==> src/rtl/cdf_engine.sv <==
// Self-sequencing CDF engine: reads packed histogram words, writes running prefix sums, reports cdf_min/cdf_total.
// Optional CDF_SAT_EN: saturating prefix adds plus a sat_flag output pulsing with WE.

module cdf_lane #(
  parameter int BIN_W = 32
) (
  input  logic [BIN_W-1:0] i_acc,
  input  logic [BIN_W-1:0] i_bin,
`ifdef CDF_SAT_EN
  input  logic             i_sat,
  output logic             o_sat,
`endif
  output logic [BIN_W-1:0] o_sum
);
`ifdef CDF_SAT_EN
  logic [BIN_W:0] w_full;
  assign w_full = {1'b0, i_acc} + {1'b0, i_bin};
  // once anything upstream clipped, every later lane stays pinned at max
  assign o_sat  = i_sat | w_full[BIN_W];
  assign o_sum  = o_sat ? '1 : w_full[BIN_W-1:0];
`else
  assign o_sum  = i_acc + i_bin;
`endif
endmodule

module cdf_engine #(
  parameter  int BIN_W         = 32,
  parameter  int BINS_PER_WORD = 4,
  parameter  int NUM_BINS      = 256,
  parameter  int ADDR_W        = 16,
  parameter  int RD_BASE       = 0,
  parameter  int WR_BASE       = 64,
  localparam int DATA_W        = BIN_W * BINS_PER_WORD
) (
  input  logic              clk,
  input  logic              reset_n,
  input  logic              start,
  output logic              busy,
  output logic              done,
  output logic              rd_en,
  output logic [ADDR_W-1:0] rd_addr,
  input  logic [DATA_W-1:0] rd_data,
  input  logic              rd_valid,
  output logic              WE,
  output logic [ADDR_W-1:0] WriteAddress,
  output logic [DATA_W-1:0] WriteBus,
`ifdef CDF_SAT_EN
  output logic              sat_flag,
`endif
  output logic [BIN_W-1:0]  cdf_min,
  output logic [BIN_W-1:0]  cdf_total
);
  localparam int BPW       = BINS_PER_WORD;
  localparam int NUM_WORDS = NUM_BINS / BINS_PER_WORD;
  localparam int K_W       = (NUM_WORDS > 1) ? $clog2(NUM_WORDS) : 1;
  localparam logic [ADDR_W-1:0] RD_BASE_A = ADDR_W'(RD_BASE);
  localparam logic [ADDR_W-1:0] WR_BASE_A = ADDR_W'(WR_BASE);
  localparam logic [K_W-1:0]    K_LAST    = K_W'(NUM_WORDS - 1);

  typedef enum logic [2:0] {S_IDLE, S_RD, S_WAIT, S_WR, S_FIN} state_t;
  state_t r_state, w_next;

  logic [K_W-1:0]            r_k;
  logic [BIN_W-1:0]          r_cdf_prev, r_cdf_min, r_cdf_total;
  logic                      r_min_found;
  logic [ADDR_W-1:0]         r_rd_addr, r_wr_addr;
  // slot BPW-1 holds bin 0 so the packed vector matches the bus lane order
  logic [BPW-1:0][BIN_W-1:0] r_wbus, w_bus, w_rd;
  logic [BIN_W-1:0]          w_bin  [BPW];
  logic [BIN_W-1:0]          w_acc  [BPW];
  logic [BIN_W-1:0]          w_lane [BPW];
  logic                      w_last, w_min_hit;
  logic [BIN_W-1:0]          w_min_val;
`ifdef CDF_SAT_EN
  logic                      r_sat, r_word_sat;
  logic                      w_sin  [BPW];
  logic                      w_sout [BPW];
`endif

  assign w_rd   = rd_data;
  assign w_last = (r_k == K_LAST);

  for (genvar j = 0; j < BPW; j++) begin : g_lane
    assign w_bin[j] = w_rd[BPW-1-j];
    if (j == 0) begin : g_first
      assign w_acc[j] = r_cdf_prev;
`ifdef CDF_SAT_EN
      assign w_sin[j] = r_sat;
`endif
    end else begin : g_chain
      assign w_acc[j] = w_lane[j-1];
`ifdef CDF_SAT_EN
      assign w_sin[j] = w_sout[j-1];
`endif
    end
    cdf_lane #(.BIN_W(BIN_W)) u_lane (
      .i_acc (w_acc[j]),
      .i_bin (w_bin[j]),
`ifdef CDF_SAT_EN
      .i_sat (w_sin[j]),
      .o_sat (w_sout[j]),
`endif
      .o_sum (w_lane[j])
    );
    assign w_bus[BPW-1-j] = w_lane[j];
  end

  // lowest-index non-zero lane of the word being written
  always_comb begin
    w_min_hit = 1'b0;
    w_min_val = '0;
    for (int j = BPW - 1; j >= 0; j--) begin
      if (r_wbus[BPW-1-j] != '0) begin
        w_min_hit = 1'b1;
        w_min_val = r_wbus[BPW-1-j];
      end
    end
  end

  always_ff @(posedge clk or negedge reset_n) begin
    if (!reset_n) r_state <= S_IDLE;
    else          r_state <= w_next;
  end

  always_comb begin
    w_next = r_state;
    busy   = 1'b0;
    done   = 1'b0;
    rd_en  = 1'b0;
    WE     = 1'b0;
    case (r_state)
      S_IDLE: if (start) w_next = S_RD;
      S_RD: begin
        busy   = 1'b1;
        rd_en  = 1'b1;
        w_next = S_WAIT;
      end
      S_WAIT: begin
        busy = 1'b1;
        if (rd_valid) w_next = S_WR;
      end
      S_WR: begin
        busy   = 1'b1;
        WE     = 1'b1;
        w_next = w_last ? S_FIN : S_RD;
      end
      S_FIN: begin
        done   = 1'b1;
        w_next = S_IDLE;
      end
      default: w_next = S_IDLE;
    endcase
  end

  always_ff @(posedge clk or negedge reset_n) begin
    if (!reset_n) begin
      r_k         <= '0;
      r_cdf_prev  <= '0;
      r_cdf_min   <= '0;
      r_cdf_total <= '0;
      r_min_found <= 1'b0;
      r_rd_addr   <= '0;
      r_wr_addr   <= '0;
      r_wbus      <= '0;
`ifdef CDF_SAT_EN
      r_sat       <= 1'b0;
      r_word_sat  <= 1'b0;
`endif
    end else begin
      case (r_state)
        S_IDLE: if (start) begin
          r_k         <= '0;
          r_cdf_prev  <= '0;
          r_cdf_min   <= '0;
          r_min_found <= 1'b0;
          r_rd_addr   <= RD_BASE_A;
`ifdef CDF_SAT_EN
          r_sat       <= 1'b0;
`endif
        end
        S_WAIT: if (rd_valid) begin
          r_wbus    <= w_bus;
          r_wr_addr <= WR_BASE_A + ADDR_W'(r_k);
`ifdef CDF_SAT_EN
          r_word_sat <= w_sout[BPW-1];
`endif
        end
        S_WR: begin
          r_cdf_prev <= r_wbus[0];
`ifdef CDF_SAT_EN
          r_sat      <= r_word_sat;
`endif
          if (!r_min_found && w_min_hit) begin
            r_cdf_min   <= w_min_val;
            r_min_found <= 1'b1;
          end
          if (!w_last) begin
            r_k       <= r_k + K_W'(1);
            r_rd_addr <= RD_BASE_A + ADDR_W'(r_k) + ADDR_W'(1);
          end
        end
        S_FIN: r_cdf_total <= r_cdf_prev;
        default: ;
      endcase
    end
  end

  assign rd_addr      = r_rd_addr;
  assign WriteAddress = r_wr_addr;
  assign WriteBus     = r_wbus;
  assign cdf_min      = r_cdf_min;
  assign cdf_total    = r_cdf_total;
`ifdef CDF_SAT_EN
  assign sat_flag     = WE & r_word_sat;
`endif
endmodule

==> config.mk <==
export PLATFORM = sky130hd
export DESIGN_NAME = cdf_engine
export DESIGN_NICKNAME = d
export VERILOG_FILES = /design/src/rtl/cdf_engine.sv
export SDC_FILE = /design/constraint.sdc
export NUM_CORES = 1
export LEC_CHECK = 0
export BUFFER_PORTS_ARGS = -buffer_cell sky130_fd_sc_hd__buf_2
export CAP_MARGIN = 20
export CORE_UTILIZATION = 50
export CTS_CLUSTER_SIZE = 10
export DETAILED_ROUTE_END_ITERATION = 10
export PLACE_DENSITY = 0.8
export SYNTH_ARGS = -nofsm -noshare
export SYNTH_HDL_FRONTEND = slang
export SYNTH_SLANG_ARGS = --single-unit
==> constraint.sdc <==
create_clock -name clk -period 7.3 [get_ports clk]
set_input_delay 0.365 -clock clk [delete_from_list [all_inputs] [get_ports clk]]
set_output_delay 0.365 -clock clk [all_outputs]
set_load 0.01 [all_outputs]
==> run metrics, run 1 <==
Final Wtd Congestion 0.971; PortBufs 341; ys flop type dfrtp_1; TritonCTS buffer count 29; worst path arrival time 7590 ps; critical path's slowest cell dfrtp_1; via count 15700; period utilisation layout 0.987; Die W 180 um; Fillers 2517; Cell Area, Synth 0.0159 sq mm; most frequent CP cell xnor2_1; CTS H-tree lvls 1; number of synthesized flops with an enable pin 0; Clock Pin Slew Worst Setup and Hold Paths 60 ps; Starting DRT DRC Count 1428; GR Util All Layers 0.342; syn avg cell area 9.29 sq um; DIE AREA 0.0325 sq mm; die height 180 um; antenna violations before repair 3; Final ANT Viol Nets 0; startpoint types flip-flop; leading area contributor after synthesis dfrtp_1; hold path cells 4; Seq/Total Area, Yosys 0.382; outcome finished clean; final setup fails 0; Design Area, Final 0.0206 sq mm; Cells after Synth 1708; fmax 0.139 GHz; Worst Max-Slew Pin Slew 1100 ps; biggest fanout along the worst timing path 5; YS warnings 0; crit end category flip-flop; DRT Pass-1 Iters 5; total grt overflow 0; Fin. Hold Viols 0; latest clock arrival within the worst-skew pair 560 ps; Layout area overhead 30.0%; core area 0.0309 sq mm; share of cells above drive strength 1 0.348; largest net degree at the start of global routing 155; # nets final 2454; skew final 22.7 ps; RSZ-0062 raised after global routing yes; async set-reset flop share out of synthesis 1.00; vias in the first global route 14800; Vias/cell 6.06; r2r worst-path depth 35; initial core utilization 0.513; critical path type reg2reg; main area contributors after synthesis dfrtp_1, ha_1, a21oi_1, mux2_2, nand2_1; Final HPWL DP 43900 um; root buf cell clkbuf_16; total placed instance area 0.0189 sq mm; fin crit period 7210 ps; post-synthesis cell type count 84; post-synth top area share 0.382; routed len/inst 22.5 um; first-pass GRT wire length 86200 um; Clock Tree Buf Depth 3; TritonCTS clock tree done; worst endpoint required time 7690 ps; I/O Pins 360; #FFs+latches synth 242; final wirelength 58300 um; fin. max-slew vios 0; clock sinks 242; Non-Filler Instances 2595; Cells after DPL 2531; Residual DRC 0; CP max stage delay 380 ps; Site Rows 64; Slew HR 0.269; register area 0.00606 sq mm; multi-input logic area 0.0100 sq mm; max cap viols 0; HP Class in2reg
per-layer routing:
| layer | routed length (um) | GRT usage | vias up |
|---|---|---|---|
| met1 | 25100 | 0.487 | 7661 |
| met2 | 26200 | 0.537 | 806 |
| li1 | - | - | 7122 |
| met3 | 4970 | 0.0477 | 135 |
| met4 | 2030 | 0.110 | 2 |
| met5 | 13 | 0 | - |
through the flow:
step	setup TNS, ps	worst slack (ps)	hold slack, ps	util
after floorplan	0	129	69.4	-
after global placement	-286	-193	413	0.612
after detailed placement	-1020	-359	412	0.612
after CTS	-33.7	-33.7	121	0.641
after global routing	-842	-276	135	0.667
final	0	94.5	130	0.667
layout make-up:
type | count | share of cell area
Clock buffer | 35 | 0.0368
Tap cell | 396 | 0.0240
Sequential cell | 242 | 0.294
Antenna cell | 1 | 0.000121
Multi-Input combinational cell | 1357 | 0.486
Timing Repair Buffer | 513 | 0.147
Clock inverter | 3 | 0.00316
Inverter | 48 | 0.00874
logic make-up after synthesis:
group                    share of synthesized area
AND/OR/NAND/NOR                              0.130
buffers and inverters                       0.0359
XOR/XNOR                                    0.0628
adder cells (fa/ha/maj)                      0.105
AO/OA/AOI/OAI                                0.227
flip-flops                                   0.382
multiplexers                                0.0567
other                                     0.000236
path summary, 6_finish.rpt:
check                                  endpoint             from  slack (ps)
worst min register to register  WriteAddress[6]  WriteAddress[6]         460
max in group asynchronous       WriteAddress[0]          reset_n        5550
worst max register to register     WriteBus[31]    r_cdf_prev[0]          90
worst min-delay path                WriteBus[0]       rd_data[0]         130
worst max-delay path               WriteBus[31]    r_cdf_prev[0]          90
min in group asynchronous        r_cdf_prev[11]          reset_n         400
synthesized netlist by cell type, types with 11 or more instances:
cell,instances
a21o_1,68
a21oi_1,232
a22o_1,33
a31oi_1,11
and3_1,16
buf_4,18
clkbuf_1,54
dfrtp_1,242
ha_1,127
inv_1,47
mux2_2,79
nand2_1,224
nand2b_1,13
nand3_1,23
nand4_1,17
nor2_1,74
nor2b_1,11
nor3_1,17
nor4_1,32
o21ai_0,70
o21bai_1,49
xnor2_1,74
xor2_1,38
placed cells by master (no fill, tap or decap), drive strengths merged, types with 4 or more instances in the layout:
master  count
a211o       4
nor4       32
o211ai      5
a31oi      13
nor3       17
or3         6
clkbuf     35
o21bai     50
nand4      17
nor2b      11
a21oi     236
o31ai       9
dfrtp     242
and3       16
nor2       74
fa          4
mux2       79
xor2       38
or2         7
nand3      23
a211oi      5
and2        8
ha        127
o21ai      83
conb       18
inv        47
nand2     224
a22o       33
xnor2      75
buf       512
nand2b     13
a311oi      4
o21a        7
a21o       70
what timing repair did:
action	CTS	global route
gates cloned	0	0
pin swaps	12	110
hold buffers	1	0
gates resized for setup	9	127
setup endpoints to repair	4	11
buffers inserted	2	21
endpoints found under the hold margin	88	0
critical path, delay by kind of cell, from the launching register on:
kind | cells | cell delay, ps
compound gates | 17 | 3080
fa+ha+maj | 5 | 1640
xor+xnor | 5 | 900
simple gates | 6 | 700
flops | 1 | 380
buf+inv | 2 | 300
flip-flops by register name, summed over array words and instances (netlist names):
| signal | count |
|---|---|
| WriteAddress | 7 |
| WriteBus | 128 |
| cdf_min | 32 |
| cdf_total | 32 |
| r_cdf_prev | 32 |
| r_k | 5 |
| r_min_found | 1 |
| r_state | 3 |
| rd_addr | 2 |
Power of run 1 is not shown: default switching activity piles up to over one toggle a cycle in this logic, so the estimate is an artifact.
==> inputs of run 2 (changes only) <==
--- a/config.mk
+++ b/config.mk
@@ -5,12 +5,13 @@
 export SDC_FILE = /design/constraint.sdc
 export NUM_CORES = 1
 export LEC_CHECK = 0
+export ABC_AREA = 1
 export BUFFER_PORTS_ARGS = -buffer_cell sky130_fd_sc_hd__buf_2
 export CAP_MARGIN = 20
-export CORE_UTILIZATION = 50
+export CORE_UTILIZATION = 61
 export CTS_CLUSTER_SIZE = 10
 export DETAILED_ROUTE_END_ITERATION = 10
-export PLACE_DENSITY = 0.8
+export PLACE_DENSITY = 0.9
 export SYNTH_ARGS = -nofsm -noshare
 export SYNTH_HDL_FRONTEND = slang
 export SYNTH_SLANG_ARGS = --single-unit
==> constraint.sdc (replaced) <==
create_clock -name clk -period 8.3 [get_ports clk]
set_input_delay 0.415 -clock clk [delete_from_list [all_inputs] [get_ports clk]]
set_output_delay 0.415 -clock clk [all_outputs]
set_load 0.01 [all_outputs]
==> run metrics, run 2 <==
total grt overflow 0 (unchanged); PortBufs 341 (unchanged); Cells after Synth 2243 (+31%); # nets final 2829 (+15%); Worst Max-Slew Pin Slew 992 ps (-104 ps); die height 169 um (-6.3%); most frequent cells in the layout nand2_1, buf_2, inv_1; max reg flops 128 (unchanged); via count 18100 (+15%); DRT Pass-1 Iters 6 (+1); core area 0.0271 sq mm (-12%); TritonCTS buffer count 29 (unchanged); clock sinks 242 (unchanged); #FFs+latches synth 242 (unchanged); worst endpoint required time 8720 ps (+1030 ps); Final ANT Viol Nets 0 (unchanged); CP max stage delay 580 ps (+200 ps); root buf cell clkbuf_16; latest clock arrival within the worst-skew pair 570 ps (about the same); RSZ-0062 raised after global routing no; Starting DRT DRC Count 2476 (+73%); Slew HR 0.337 (+0.0681); startpoint types flip-flop; I/O Pins 360 (unchanged); max cap viols 0 (unchanged); top cells by count, synth nand2_1, inv_1, dfrtp_1; Layout area overhead 16.6%; HP Class in2reg; Site Rows 60 (-6.3%); Fin. Hold Viols 0 (unchanged); Clock Pin Slew Worst Setup and Hold Paths 60 ps (about the same); most frequent CP cell nand2_1; main area contributors after synthesis dfrtp_1, nand2_1, ha_1, inv_1, a21oi_1; YS warnings 0 (unchanged); GR Util All Layers 0.449 (+0.106); commonest non-fill, non-tap cell in the layout nand2_1; Final Wtd Congestion 1.03 (+6.0%); post-synthesis cell type count 60 (-29%); async set-reset flop share out of synthesis 1.00 (unchanged); largest net degree at the start of global routing 128 (-17%); leading area contributor after synthesis dfrtp_1; skew final 10.0 ps (-12.7 ps); share of cells above drive strength 1 0.178 (-0.170); crit end category flip-flop; initial core utilization 0.626 (+0.113); first-pass GRT wire length 97300 um (+13%); final setup fails 0 (unchanged); DIE AREA 0.0285 sq mm (-12%); routed len/inst 21.7 um (-3.3%); antenna violations before repair 3 (unchanged); reg2reg setup slack 1030 ps (+940 ps); biggest fanout along the worst timing path 6 (+1); Vias/cell 6.15 (+1.4%); most common cell in the synthesized netlist nand2_1; vias in the first global route 17500 (+18%); Die W 169 um (-6.3%); Final HPWL DP 49900 um (+14%); syn avg cell area 7.57 sq um (-19%); fmax 0.138 GHz (-0.87%); Seq/Total Area, Yosys 0.357 (-0.0249); number of synthesized flops with an enable pin 0 (unchanged); Cell Area, Synth 0.0170 sq mm (+7.0%); fin. max-slew vios 0 (unchanged); ys flop type dfrtp_1; critical path's slowest cell nor4_1; TNS Setup 0 ps (unchanged); CTS H-tree lvls 1 (unchanged); TritonCTS clock tree done; worst path arrival time 7690 ps (+100 ps); Residual DRC 0 (unchanged); Clock Tree Buf Depth 3 (unchanged); final wirelength 64200 um (+10%); period utilisation layout 0.876 (-0.111); Post-CTS Setup Bufs 0 (-2); fin crit period 7270 ps (+63.1 ps); outcome finished clean; critical path type reg2reg; post-synth top area share 0.357 (-0.0249)
run 2: critical path: cells and delay by family (launching register included):
kind | cells | cell delay [ps]
simple gates | 13 | 2040
compound gates | 12 | 1990
fa+ha+maj | 5 | 1630
xor+xnor | 2 | 830
flops | 1 | 400
buf+inv | 2 | 200
run 2: per-layer routing:
metal | up-vias | GRT usage | share of wire
met2 | 1229 | 0.680 | 0.43
met1 | 8550 | 0.614 | 0.39
li1 | 8143 | - | -
met5 | - | 0 | 0.00020
met4 | 2 | 0.218 | 0.057
met3 | 207 | 0.0903 | 0.12
run 2: area by class of cell:
cell class / count / area [sq um]
diodes: 3 / 7.51
clock buffers: 37 / 796
clock inverters: 3 / 30.0
fillers: 2097 / 7310
inverters: 319 / 1200
multi-input cells: 1620 / 9400
flip-flops and latches: 242 / 6060
well taps: 372 / 465
repair buffers: 354 / 1840
run 2: per-stage QoR:
stage	std cells	util	worst slack, ps	hold slack, ps	area (sq um)
after floorplan	2260	-	2330	119	17000
after global placement	2905	0.698	1120	444	18900
after detailed placement	2905	0.698	1120	462	18900
after CTS	2946	0.729	1240	183	19800
after global routing	2949	0.730	456	198	19800
final	2950	0.730	1030	199	19800
run 2: kinds of logic after synthesis:
| kind of cell | Yosys count | share of synthesized area |
|---|---|---|
| xor+xnor | 97 | 0.0501 |
| compound gates | 580 | 0.198 |
| fa+ha+maj | 131 | 0.0983 |
| flops | 242 | 0.357 |
| simple gates | 794 | 0.204 |
| other cells | 1 | 0.000221 |
| buf+inv | 398 | 0.0934 |
run 2: what timing repair did:
action	4_1_cts	5_1_grt
gates resized for setup	0	0
hold buffers	1	0
endpoints found under the hold margin	65	0
run 2: worst paths after layout:
check,from,to,cells past startpoint
min,rd_valid,r_state[0],3
max in group asynchronous,reset_n,WriteBus[110],3
min reg2reg,cdf_total[28],cdf_total[28],2
max reg2reg,r_cdf_prev[0],WriteBus[30],34
min in group asynchronous,reset_n,WriteBus[1],2
max,r_cdf_prev[0],WriteBus[30],34
Power of run 2 is left out for the same reason.
